File: config.mk
export PLATFORM = sky130hd
export DESIGN_NAME = lu_fetch_sequencer
export DESIGN_NICKNAME = d
export VERILOG_FILES = /design/src/rtl/lu_fetch_sequencer.sv
export SDC_FILE = /design/constraint.sdc
export NUM_CORES = 1
export LEC_CHECK = 0
export CAP_MARGIN = 20
export CORE_ASPECT_RATIO = 1.4
export CORE_MARGIN = 10
export CORE_UTILIZATION = 30
export DETAILED_ROUTE_END_ITERATION = 10
export GPL_ROUTABILITY_DRIVEN = 1
export PLACE_DENSITY = 0.68
export REMOVE_ABC_BUFFERS = 1
export SYNTH_ARGS = -nofsm -noshare
export SYNTH_HDL_FRONTEND = slang
export SYNTH_SLANG_ARGS = --single-unit
File: constraint.sdc
create_clock -name clk -period 3.7 [get_ports clk]
set_input_delay 0.74 -clock clk [delete_from_list [all_inputs] [get_ports clk]]
set_output_delay 0.74 -clock clk [all_outputs]
set_load 0.01 [all_outputs]
File: src/rtl/lu_fetch_sequencer.sv
// Instruction fetch sequencer for the LU processor: owns the PC and streams codes
// from a synchronous instruction memory onto ICODE, with stall, jump redirect and halt.
module lu_fetch_sequencer #(
    parameter int                AW        = 4,
    parameter int                IW        = 8,
    parameter logic [IW-1:0]     NOP_CODE  = 8'd15,
    parameter logic [IW-1:0]     HALT_CODE = 8'hFF
) (
    input  logic          clk,
    input  logic          rst,
    input  logic          start,
    input  logic [AW-1:0] start_addr,
    input  logic          jump,
    input  logic [AW-1:0] jump_addr,
    input  logic          proc_stall,
    output logic [AW-1:0] imem_addr,
    output logic          imem_re,
    input  logic [IW-1:0] imem_rdata,
    output logic [IW-1:0] ICODE,
    output logic          icode_valid,
    output logic [AW-1:0] pc,
    output logic          busy,
    output logic          halted
);

    typedef enum logic [1:0] {
        IDLE,
        FETCH,
        RUN,
        HALTED
    } state_t;

    state_t state;

    assign busy    = (state == FETCH) || (state == RUN);
    assign halted  = (state == HALTED);
    assign imem_re = busy && !proc_stall;

    // imem_addr always runs one word ahead of the word arriving on imem_rdata,
    // so the captured word's address is imem_addr - 1.
    always_ff @(posedge clk) begin
        if (rst) begin
            state       <= IDLE;
            imem_addr   <= '0;
            ICODE       <= NOP_CODE;
            icode_valid <= 1'b0;
            pc          <= '0;
        end else begin
            case (state)
                IDLE, HALTED: begin
                    if (start) begin
                        imem_addr <= start_addr;
                        state     <= FETCH;
                    end
                end
                FETCH: begin
                    if (!proc_stall) begin
                        imem_addr <= imem_addr + 1'b1;
                        state     <= RUN;
                    end
                end
                RUN: begin
                    if (jump) begin
                        ICODE       <= NOP_CODE;
                        icode_valid <= 1'b0;
                        imem_addr   <= jump_addr;
                        state       <= FETCH;
                    end else if (!proc_stall) begin
                        imem_addr <= imem_addr + 1'b1;
                        if (imem_rdata == HALT_CODE) begin
                            ICODE       <= NOP_CODE;
                            icode_valid <= 1'b0;
                            state       <= HALTED;
                        end else begin
                            ICODE       <= imem_rdata;
                            icode_valid <= 1'b1;
                            pc          <= imem_addr - 1'b1;
                        end
                    end
                end
                default: state <= IDLE;
            endcase
        end
    end

endmodule

* Word level (Yosys, flattened, before mapping)
Index checks and enable logic that the tools add are counted.
Word-level totals: bits in registers 19, input port bits 21, output and inout port bits 20, logic and storage cells 43
Operators by class: $add $sub $neg 2, equality and inequality tests 9, multiplexer cells 16, bitwise logic cells 3, reductions and logical operators 8
Operators by type and width (count):
- $mux W8 | 3
- $mux W4 | 3
- $pmux W4 S3 | 1
- $mux W2 | 5
- $eq A8 B8 Y1 const B | 1
- $reduce_and A4 Y1 | 2
- $ne A2 B2 Y1 const B | 3
- $pmux W2 S3 | 1
- $add A4 B1 Y4 const B | 1
- $eq A2 B2 Y1 const B | 2
- $sub A4 B1 Y4 const B | 1
- $mux W1 | 3
- $ne A3 B2 Y1 const B | 1
- $ne A3 B3 Y1 const B | 1
- $not A1 Y1 | 3
- $eq A2 B1 Y1 const B | 1
- $logic_not A2 Y1 | 1
- $reduce_and A2 Y1 | 1
- $reduce_or A2 Y1 | 1
- $logic_and A1 B1 Y1 | 1
- $logic_not A1 Y1 | 1
- $logic_or A1 B1 Y1 | 1

* Logic depth before layout (Yosys ltp)
word-level depth 5, gate-level depth with buffers 7, gate-level depth less buffers 6

* Worst setup path after synthesis
No wires, ideal clock.
kind input-to-reg, from input port proc_stall, to register pc[2], data arrival time 1.819 ns, path slack 1.802 ns, cell stages on the path 6, cells stage by stage buf_2 or3b_4 a21oi_4 buf_6 nor2_1 a211oi_2
On the way: word-level cells in the longest chain between the ends 2
Ends and longest elaborated chain:
- from (decl) | line 15 | input logic proc_stall,
- $not A1 Y1 (no line)
- $reduce_and A4 Y1 (no line)
- to (signal assigned) | line 77 | pc <= imem_addr - 1'b1;
- to (decl) | line 21 | output logic [AW-1:0] pc,
No other way between the ends. A chain may end at the register's enable or synchronous reset.

* Final worst setup path
from input port proc_stall, to output port imem_re
On the way: word-level cells in the longest chain between the ends 2
Ends and longest elaborated chain:
- $logic_not A1 Y1
- $logic_and A1 B1 Y1 | line 37 | assign imem_re = busy && !proc_stall;
- to (decl) | line 17 | output logic imem_re,
No other way between the ends.

==> impl_metrics.csv <==
group,metric,value,unit
yosys,ys_types,35,
sta,fin_skew,2.56,ps
clock_tree,tritoncts,"built",
setup_path,cp-end-kind,"output pin",
setup_path,critical_path_class,"in -> out",
grt,grt.total_usage,0.0926,
clock_tree,cts.sink_count,19,
layout,area_growth,46.0,%
sta,timing.fmax,362,MHz
sta,period_share,0.746,
floorplan,die_y,88.6,um
layout,seq_area,380,sq um
grt,grt_max_degree,21,
placement,place_hpwl,2.19,mm
clock_tree,clkLatencyLatePin,260,ps
power,cellLeakagePower,0.536,nW
clock_tree,cts.clk_slew.worst_paths,70,ps
detailed_routing,drt_iter0_drc,29,
layout,drive_gt1_frac,0.0897,
detailed_routing,routed_wl,2.75,mm
layout,fin_area,1470,sq um
clock_tree,h-tree-depth,1,
sta,finalSetupTns,0,ps
detailed_routing,ant_nets,0,
sta,rsz0062_at_grt,"false",
yosys,yosys_warnings,0,
layout,diodes,0,
layout,fill_cells,332,
layout,fin_util,0.462,
job,max_cap_viol_count,0,
clock_tree,cts_made_buffers,3,
layout,multiInputGateArea,573,sq um
floorplan,initial_core_util,0.316,
grt,grt_pass1_wl,4.43,mm
setup_path,r2r_cells,6,
grt,grt_pass1_vias,942,
floorplan,ios,41,
yosys,syn_inst,107,
detailed_routing,drt-pass1-iter-count,4,
clock_tree,cts_root_buf,"clkbuf_8",
status,status,"finished, final reports clean",
floorplan,dieArea,6110,sq um
sta,min_period,2760,ps
clock_tree,holdBufCountCts,0,
sta,worst_slew_pin_slew,751,ps
power,p_int,0.381,mW
placement,place.port_buffers,40,
clock_tree,cts_resized,0,
yosys,synth-seq-cells,19,
yosys,synth_area_per_cell,9.41,sq um
sta,relSlewSlack,0.497,
floorplan,std_cell_rows,24,
detailed_routing,drc,0,
clock_tree,clockBufferDepth,2,
sta,setup_viol,0,
power,ir_worst_vdd,198,uV
worst_hold_path,hold_class,"reg -> reg",
setup_path,cp.required,2960,ps
grt,antenna_found_initial,0,
worst_hold_path,hold_depth,2,
floorplan,die_x,69.0,um
power,p_per_area,366,nW/um^2
detailed_routing,post_drt_wl_per_cell,14.9,um
power,switching_share,0.293,
grt,grt_overflow,0,
yosys,synth_seq_area_share,0.378,
setup_path,crit_fanout,8,
power,power_frac_comb,0.296,
detailed_routing,via_per_inst,4.97,
layout,nNetsFinal,173,
clock_tree,post-cts-setup-buffers,0,
placement,dpl_cell_area,1430,sq um
power,clock_power_share,0.267,
floorplan,core_area,3180,sq um
detailed_routing,vias,915,
sta,whs,495,ps
setup_path,worst_ep_arrival_time,2020,ps
placement,gp_congestion,0.788,
sta,drv_slew,0,
power,p_seq_frac,0.437,
sta,finalHoldViolCount,0,
yosys,synth_area,1010,sq um
setup_path,startpoint_type,"input pin",
power,p_switching,0.158,mW
[cell usage in the layout, fill, tap and decap left out]
cell type,Yosys,final
or3b_4,1,1
nand2b_1,6,6
inv_1,6,6
or2_2,1,1
o31ai_1,1,1
and2b_2,1,1
o22ai_1,4,4
o21ba_2,1,1
clkbuf_1,3,1
ha_1,6,6
and3_2,1,1
a221oi_1,2,2
o21ai_0,2,2
a22oi_1,5,5
nor3_1,1,1
clkbuf_8,0,3
mux2i_1,4,4
nand2_1,3,3
and4_2,1,1
dfxtp_1,19,19
a21oi_1,2,2
a21bo_2,1,1
nor2_1,10,10
o21a_1,1,1
xnor2_1,5,5
a211oi_1,4,4
a21oi_4,1,1
a31oi_1,4,4
and4_1,1,1
clkdlybuf4s50_1,0,40
a211oi_2,2,2
and3_1,1,1
o211ai_1,2,2
nand4b_1,2,2
[flip-flops by register name, summed over array words and instances, names as in the netlist]
signal and count:
imem_addr 4, state 2, pc 4, ICODE 8
icode_valid 1
[layer usage]
metal,vias up,track usage,share of wire
li1,465,-,-
met1,414,0.101,0.39
met2,32,0.155,0.50
met3,4,0.0354,0.099
met4,0,0.0378,0.015
met5,-,0,0
[cells by family after synthesis]
kind of cell               share of synthesized area
DFF                                            0.378
xor gates and xnor gates                      0.0435
muxes                                         0.0398
and+or+nand+nor                                0.166
buffers and inverters                         0.0534
adders and majority gates                     0.0745
AOI/OAI and AO/OA                              0.245
[worst max-delay path: stages]
cell and delay [ps]:
clkdlybuf4s50_1 530, nor2_1 180, clkdlybuf4s50_1 560
[metrics by stage]
stage | total power, mW | std cells | setup WS, ps
finish | 0.539 | 184 | 940
global placement | 0.398 | 180 | 939
floorplan | 0.324 | 101 | 1910
global route | 0.568 | 184 | 866
detailed placement | 0.400 | 180 | 910
CTS | 0.544 | 184 | 915
[Yosys cell counts, drive strengths merged]
cell,count,area share
a211oi,6,0.055
a21bo,1,0.0099
a21oi,3,0.026
a221oi,2,0.017
a22oi,5,0.037
a31oi,4,0.025
and2b,1,0.0087
and3,2,0.014
and4,2,0.019
buf,3,0.020
clkbuf,3,0.011
dfxtp,19,0.38
ha,6,0.075
inv,6,0.022
mux2i,4,0.040
nand2,3,0.011
nand2b,6,0.037
nand4b,2,0.017
nor2,10,0.037
nor3,1,0.0050
o211ai,2,0.015
o21a,1,0.0075
o21ai,2,0.0099
o21ba,1,0.0099
o22ai,4,0.025
o31ai,1,0.0075
or2,1,0.0062
or3b,1,0.011
xnor2,5,0.043
[final cells by class]
type	count	share of cell area
flip-flops and latches	19	0.259
inverters	6	0.0153
clock buffers	4	0.0306
repair buffers	40	0.272
multi-input cells	76	0.390
well taps	39	0.0332
[power groups by stage]
stage / Sequential (mW) / Combinational, mW / Clock [mW]
2_1_floorplan: 0.241 / 0.0836 / 0
6_report: 0.235 / 0.159 / 0.144
3_5_place_dp: 0.241 / 0.160 / 0
4_1_cts: 0.236 / 0.161 / 0.147
5_1_grt: 0.238 / 0.175 / 0.155
3_3_place_gp: 0.240 / 0.158 / 0
[worst paths after layout]
kind	start	endpoint	slack, ps
setup / recovery	proc_stall	imem_re	940
hold / removal	ICODE[3]	ICODE[3]	500
setup reg to reg	state[0]	pc[0]	1800
hold reg to reg	ICODE[3]	ICODE[3]	500
(Power assumes the default switching activity.)
